## config.mk

```make
export PLATFORM = sky130hd
export DESIGN_NAME = pipe_stage
export DESIGN_NICKNAME = d
export VERILOG_FILES = /design/src/rtl/pipe_stage_pkg.sv /design/src/rtl/pipe_entry_reg.sv /design/src/rtl/pipe_stage.sv
export SDC_FILE = /design/constraint.sdc
export NUM_CORES = 1
export LEC_CHECK = 0
export CORE_ASPECT_RATIO = 0.9
export CORE_UTILIZATION = 51
export DETAILED_ROUTE_END_ITERATION = 8
export GPL_ROUTABILITY_DRIVEN = 1
export PLACE_DENSITY_LB_ADDON = 0.2
export SLEW_MARGIN = 20
export SYNTH_ARGS = -nofsm -noshare
export SYNTH_HDL_FRONTEND = slang
export SYNTH_HIERARCHICAL = 1
export SYNTH_SLANG_ARGS = --single-unit
```

## constraint.sdc

```tcl
create_clock -name clk -period 3.4 [get_ports clk]
set_input_delay 0.34 -clock clk [delete_from_list [all_inputs] [get_ports clk]]
set_output_delay 0.34 -clock clk [all_outputs]
set_load 0.01 [all_outputs]
```

## src/rtl/pipe_stage_pkg.sv

```systemverilog
// Shared definitions for the pipe_stage register slice: occupancy-coded state
// encoding and the default PC reported while the stage is in reset.
package pipe_stage_pkg;

    localparam logic [31:0] RESET_PC_DEFAULT = 32'h8000_0000;

    // Encoding equals the number of held entries, so occupancy is the state itself.
    typedef enum logic [1:0] {
        ST_EMPTY = 2'd0,
        ST_ONE   = 2'd1,
        ST_FULL  = 2'd2
    } state_t;

endpackage

```

## src/rtl/pipe_entry_reg.sv

```systemverilog
// One payload slot of the stage (pc, control, data, destination register),
// loaded on enable and asynchronously cleared to its reset values.
module pipe_entry_reg
    import pipe_stage_pkg::*;
#(
    parameter int          DATA_W   = 32,
    parameter int          CTRL_W   = 3,
    parameter logic [31:0] RESET_PC = RESET_PC_DEFAULT
) (
    input  logic                clk,
    input  logic                reset,
    input  logic                load,
    input  logic [31:0]         new_pc,
    input  logic [CTRL_W-1:0]   new_ctrl,
    input  logic [2*DATA_W-1:0] new_data,
    input  logic [4:0]          new_wraddr,
    output logic [31:0]         pc,
    output logic [CTRL_W-1:0]   ctrl,
    output logic [2*DATA_W-1:0] data,
    output logic [4:0]          wraddr
);

    // NOTE: non-blocking assignments keep every flop sampling pre-edge values,
    // and the async clear is safe here because the slot is a handful of flops,
    // not a RAM that would lose its inference if given a reset.
    always_ff @(posedge clk or posedge reset) begin
        if (reset) begin
            pc     <= RESET_PC;
            ctrl   <= '0;
            data   <= '0;
            wraddr <= '0;
        end else if (load) begin
            pc     <= new_pc;
            ctrl   <= new_ctrl;
            data   <= new_data;
            wraddr <= new_wraddr;
        end
    end

endmodule

```

## src/rtl/pipe_stage.sv

```systemverilog
// Valid/ready pipeline register between EX and WB: two-entry skid buffer with
// registered in_ready (SKID=1) or a single register with combinational in_ready.
module pipe_stage
    import pipe_stage_pkg::*;
#(
    parameter int          DATA_W   = 32,
    parameter int          CTRL_W   = 3,
    parameter logic [31:0] RESET_PC = RESET_PC_DEFAULT,
    parameter int          SKID     = 1
) (
    input  logic                clk,
    input  logic                reset,
    input  logic                in_valid,
    output logic                in_ready,
    input  logic [31:0]         in_pc,
    input  logic [CTRL_W-1:0]   in_ctrl,
    input  logic [2*DATA_W-1:0] in_data,
    input  logic [4:0]          in_wraddr,
    input  logic                flush,
    output logic                out_valid,
    input  logic                out_ready,
    output logic [31:0]         out_pc,
    output logic [CTRL_W-1:0]   out_ctrl,
    output logic [2*DATA_W-1:0] out_data,
    output logic [4:0]          out_wraddr,
    output logic [1:0]          occupancy
);

    state_t state;
    state_t next_state;
    logic   accept;
    logic   pop;
    logic   head_load;
    logic   skid_load;
    logic   from_skid;

    logic [31:0]         head_pc,     skid_pc,     src_pc;
    logic [CTRL_W-1:0]   head_ctrl,   skid_ctrl,   src_ctrl;
    logic [2*DATA_W-1:0] head_data,   skid_data,   src_data;
    logic [4:0]          head_wraddr, skid_wraddr, src_wraddr;

    assign out_valid = (state != ST_EMPTY);
    assign accept    = in_valid && in_ready;
    assign pop       = out_valid && out_ready;

    // NOTE: every signal driven here gets a default first, so no path through
    // the case statement can leave one unassigned and infer a latch.
    always_comb begin
        next_state = state;
        head_load  = 1'b0;
        skid_load  = 1'b0;
        if (flush) begin
            next_state = ST_EMPTY;
        end else begin
            case (state)
                ST_EMPTY: begin
                    if (accept) begin
                        next_state = ST_ONE;
                        head_load  = 1'b1;
                    end
                end
                ST_ONE: begin
                    if (accept && pop) begin
                        head_load = 1'b1;
                    end else if (accept) begin
                        next_state = ST_FULL;
                        skid_load  = 1'b1;
                    end else if (pop) begin
                        next_state = ST_EMPTY;
                    end
                end
                ST_FULL: begin
                    if (pop) begin
                        next_state = ST_ONE;
                        head_load  = 1'b1;
                    end
                end
                default: next_state = ST_EMPTY;
            endcase
        end
    end

    always_ff @(posedge clk or posedge reset) begin
        if (reset) begin
            state <= ST_EMPTY;
        end else begin
            state <= next_state;
        end
    end

    generate
        if (SKID != 0) begin : g_skid_ready
            logic ready_q;
            always_ff @(posedge clk or posedge reset) begin
                if (reset) begin
                    ready_q <= 1'b1;
                end else begin
                    ready_q <= (next_state != ST_FULL);
                end
            end
            assign in_ready = ready_q;
        end else begin : g_comb_ready
            assign in_ready = !out_valid || out_ready;
        end
    endgenerate

    // Only a FULL->ONE pop refills the head from the skid slot; otherwise it takes the input.
    assign from_skid  = (state == ST_FULL);
    assign src_pc     = from_skid ? skid_pc     : in_pc;
    assign src_ctrl   = from_skid ? skid_ctrl   : in_ctrl;
    assign src_data   = from_skid ? skid_data   : in_data;
    assign src_wraddr = from_skid ? skid_wraddr : in_wraddr;

    pipe_entry_reg #(
        .DATA_W   (DATA_W),
        .CTRL_W   (CTRL_W),
        .RESET_PC (RESET_PC)
    ) u_head (
        .clk        (clk),
        .reset      (reset),
        .load       (head_load),
        .new_pc     (src_pc),
        .new_ctrl   (src_ctrl),
        .new_data   (src_data),
        .new_wraddr (src_wraddr),
        .pc         (head_pc),
        .ctrl       (head_ctrl),
        .data       (head_data),
        .wraddr     (head_wraddr)
    );

    pipe_entry_reg #(
        .DATA_W   (DATA_W),
        .CTRL_W   (CTRL_W),
        .RESET_PC (RESET_PC)
    ) u_skid (
        .clk        (clk),
        .reset      (reset),
        .load       (skid_load),
        .new_pc     (in_pc),
        .new_ctrl   (in_ctrl),
        .new_data   (in_data),
        .new_wraddr (in_wraddr),
        .pc         (skid_pc),
        .ctrl       (skid_ctrl),
        .data       (skid_data),
        .wraddr     (skid_wraddr)
    );

    // A bubble must never present RegWr, so control is masked when nothing is held.
    assign out_ctrl   = out_valid ? head_ctrl : '0;
    assign out_pc     = head_pc;
    assign out_data   = head_data;
    assign out_wraddr = head_wraddr;
    assign occupancy  = state;

endmodule

```

==> reports/summary.txt <==
antenna violations before repair: 0
Leak: 5.94 nW
outcome: completed
top-count cell post-synth: nand2_1
first-pass GRT wire length: 35800 µm
WL per Instance: 17.4 µm
Skew-Pair Late Insertion Delay: 0.49 ns
IO buf count: 216
Starting Density: 52.7%
Most used DFF post-synth: dfrtp_1
drt drc: 0
R2R Setup Slk: 1.06 ns
footprint of the multi-input gates: 4110 µm²
gr ovfl total: 0
worst rel slew slack: 24.7%
Slew Viols, Final: 0
WP data required: 3.06 ns
capturing point of the worst reg2reg path: u_head/data[49]
final core occ: 68.6%
crit-path max FO: 7
Tcrit/Tclk final: 71.3%
FMAX: 412 MHz
layout cell share with drive strength beyond 1: 25.8%
placed instance count: 1226
FF-to-FF Start: occupancy[1]
total CTS buffers: 23
Hold Crit Class: in2async
Filler cells: 1391
Global Route Usage Sum: 22.8%
Area Growth Syn to Fin: 30.3%
cell taking the most area after synthesis: dfrtp_1
Worst-path clk slew: 0.06 ns
Synth Cell Area: 9790 µm²
die area: 19800 µm²
Register Area: 5280 µm²
Peak VDD IR: 0.000359 V
row count: 47
Yosys reg bits: 211
worst-case reg-to-reg path depth: 5
number of global-route vias before repair: 6694
syn_nets: 911
Synth Warn #: 6
startpoint types: flip-flop
CP endpoint kind: output port
final wirelength: 22000 µm
core box area: 18600 µm²
RSZ-0062 raised after global routing: no
clock sink count: 211
placer's final routability congestion estimate: 0.764
sequential share of the synthesized area: 54.0%
Final TNS setup: 0 ns
kind of critical path: reg2out
setup violators final: 0
actual slew at the worst max-slew pin: 1.13 ns
n_diodes: 0
largest net degree at the start of global routing: 105
hold buffer count at cts: 0
Die Wd: 148 µm
Synth top cells by count: nand2_1 (316), dfrtp_1 (208), mux2_4 (120), mux2_2 (88), buf_6 (24)
fin nets: 1115
Layout Cells excl Fill: 1267
top cells by area, synth: dfrtp_1 (53%), mux2_4 (18%), nand2_1 (12%)
first-pass iteration count of the detailed router: 4
Synth Area per Inst: 12.2 µm²
max cap viols: 0
Post-synth EDFFs: 0
Post-synth ARST share: 100%
Worst Skew: 0.00850 ns
DR vias/cell: 5.07
Die Y-Extent: 133 µm
Distinct cells, synth: 20
postcts setup bufs: 0
htree depth: 1
Mapped Cells: 802
Power Dens Cells: 625 nW/µm²
worst-case clock buffer depth: 3
IO Pins: 217
crit path DAT: 2.08 ns
Root Driver: clkbuf_16
Post-CTS Resized: 0
clock tree from TritonCTS: done
Detailed Place HPWL: 13600 µm
crit path time final: 2.42 ns
post-route ant nets: 0
via count: 6419
top cell type's share of synthesized area: 53.2%
DRT iter0 DRCs: 300
Final Hold Fails: 0
-- through the flow --
step	setup WS (ns)	cell area (µm²)	hold WS (ns)	power, mW
floorplan	0.329	9790	0.0929	4.65
global placement	0.911	12000	0.485	5.51
detailed placement	0.889	12000	0.491	5.57
CTS	0.959	12800	0.178	8.04
global route	0.873	12800	0.209	8.33
finish	0.976	12800	0.199	7.97
-- power breakdown --
| group | switching (mW) | total, mW | internal (mW) |
|---|---|---|---|
| combinational | 0.654 | 1.99 | 1.33 |
| sequential | 0.380 | 3.56 | 3.18 |
| clock | 0.973 | 2.42 | 1.45 |
| total | 2.01 | 7.97 | 5.96 |
-- worst max-delay path by stage --
| stage | start | endpoint | slack (ns) | cells after the start |
|---|---|---|---|---|
| final | occupancy[1] | out_ctrl[1] | 0.98 | 3 |
| after floorplan | reset | u_head/ctrl[0] | 0.33 | 1 |
| after global placement | flush | u_skid/data[38] | 0.91 | 4 |
| after detailed placement | flush | u_skid/data[41] | 0.89 | 4 |
| after CTS | occupancy[1] | out_valid | 0.96 | 3 |
| after global routing | occupancy[1] | out_valid | 0.87 | 3 |
-- cell usage in the layout, fill, tap and decap left out --
master and instances:
a211o_1 1, a211oi_1 1, a21oi_4 1, and3b_1 1, buf_12 4, buf_4 7
bufinv_16 1, clkbuf_1 5, clkbuf_16 23, clkbuf_8 6, clkdlybuf4s50_1 216, clkinv_2 5
clkinvlp_4 1, dfrtp_1 208, dfstp_2 3, inv_1 2, inv_4 2, mux2_2 88
mux2_4 120, nand2_1 316, nand2b_1 1, nand2b_4 1, nor2_1 2, nor2b_1 3
nor2b_4 1, nor4_2 1, o2bb2ai_1 1, xor2_1 1
-- flip-flops by register name, summed over array words and instances (netlist names) --
register       flops
in_ready           1
occupancy          2
u_head/ctrl        3
u_head/data       64
u_head/pc         32
u_head/wraddr      5
u_skid/ctrl        3
u_skid/data       64
u_skid/pc         32
u_skid/wraddr      5
-- logic make-up (layout without fill, tap and decap cells) --
family	Yosys count	after routing	synth area share (%)
AOI/OAI and AO/OA	4	4	0.307
xor gates and xnor gates	1	1	0.0895
buffers and inverters	52	272	4.37
DFF	211	211	54.0
muxes	208	208	28.5
and+or+nand+nor	326	326	12.7
-- metal layers --
| metal | vias to the layer above | share of wire [%] | track usage [%] |
|---|---|---|---|
| li1 | 3021 | - | - |
| met1 | 3198 | 47 | 32.4 |
| met2 | 178 | 46 | 36.2 |
| met3 | 22 | 6.3 | 5.00 |
| met4 | 0 | 1.4 | 4.12 |
| met5 | - | 0 | 0 |
-- layout make-up --
type | count | area share (%)
Inverter | 4 | 0.157
Sequential cell | 211 | 41.4
Clock inverter | 7 | 0.490
Clock buffer | 34 | 5.31
Timing Repair Buffer | 227 | 18.0
Multi-Input combinational cell | 539 | 32.2
Tap cell | 245 | 2.40
-- worst max-delay path: stages, from the launching register on --
cell and delay [ns]:
dfrtp_1 0.49, nor2_1 0.47, nor2b_1 0.11, clkdlybuf4s50_1 0.52
Power figures use the tool's default switching activity.
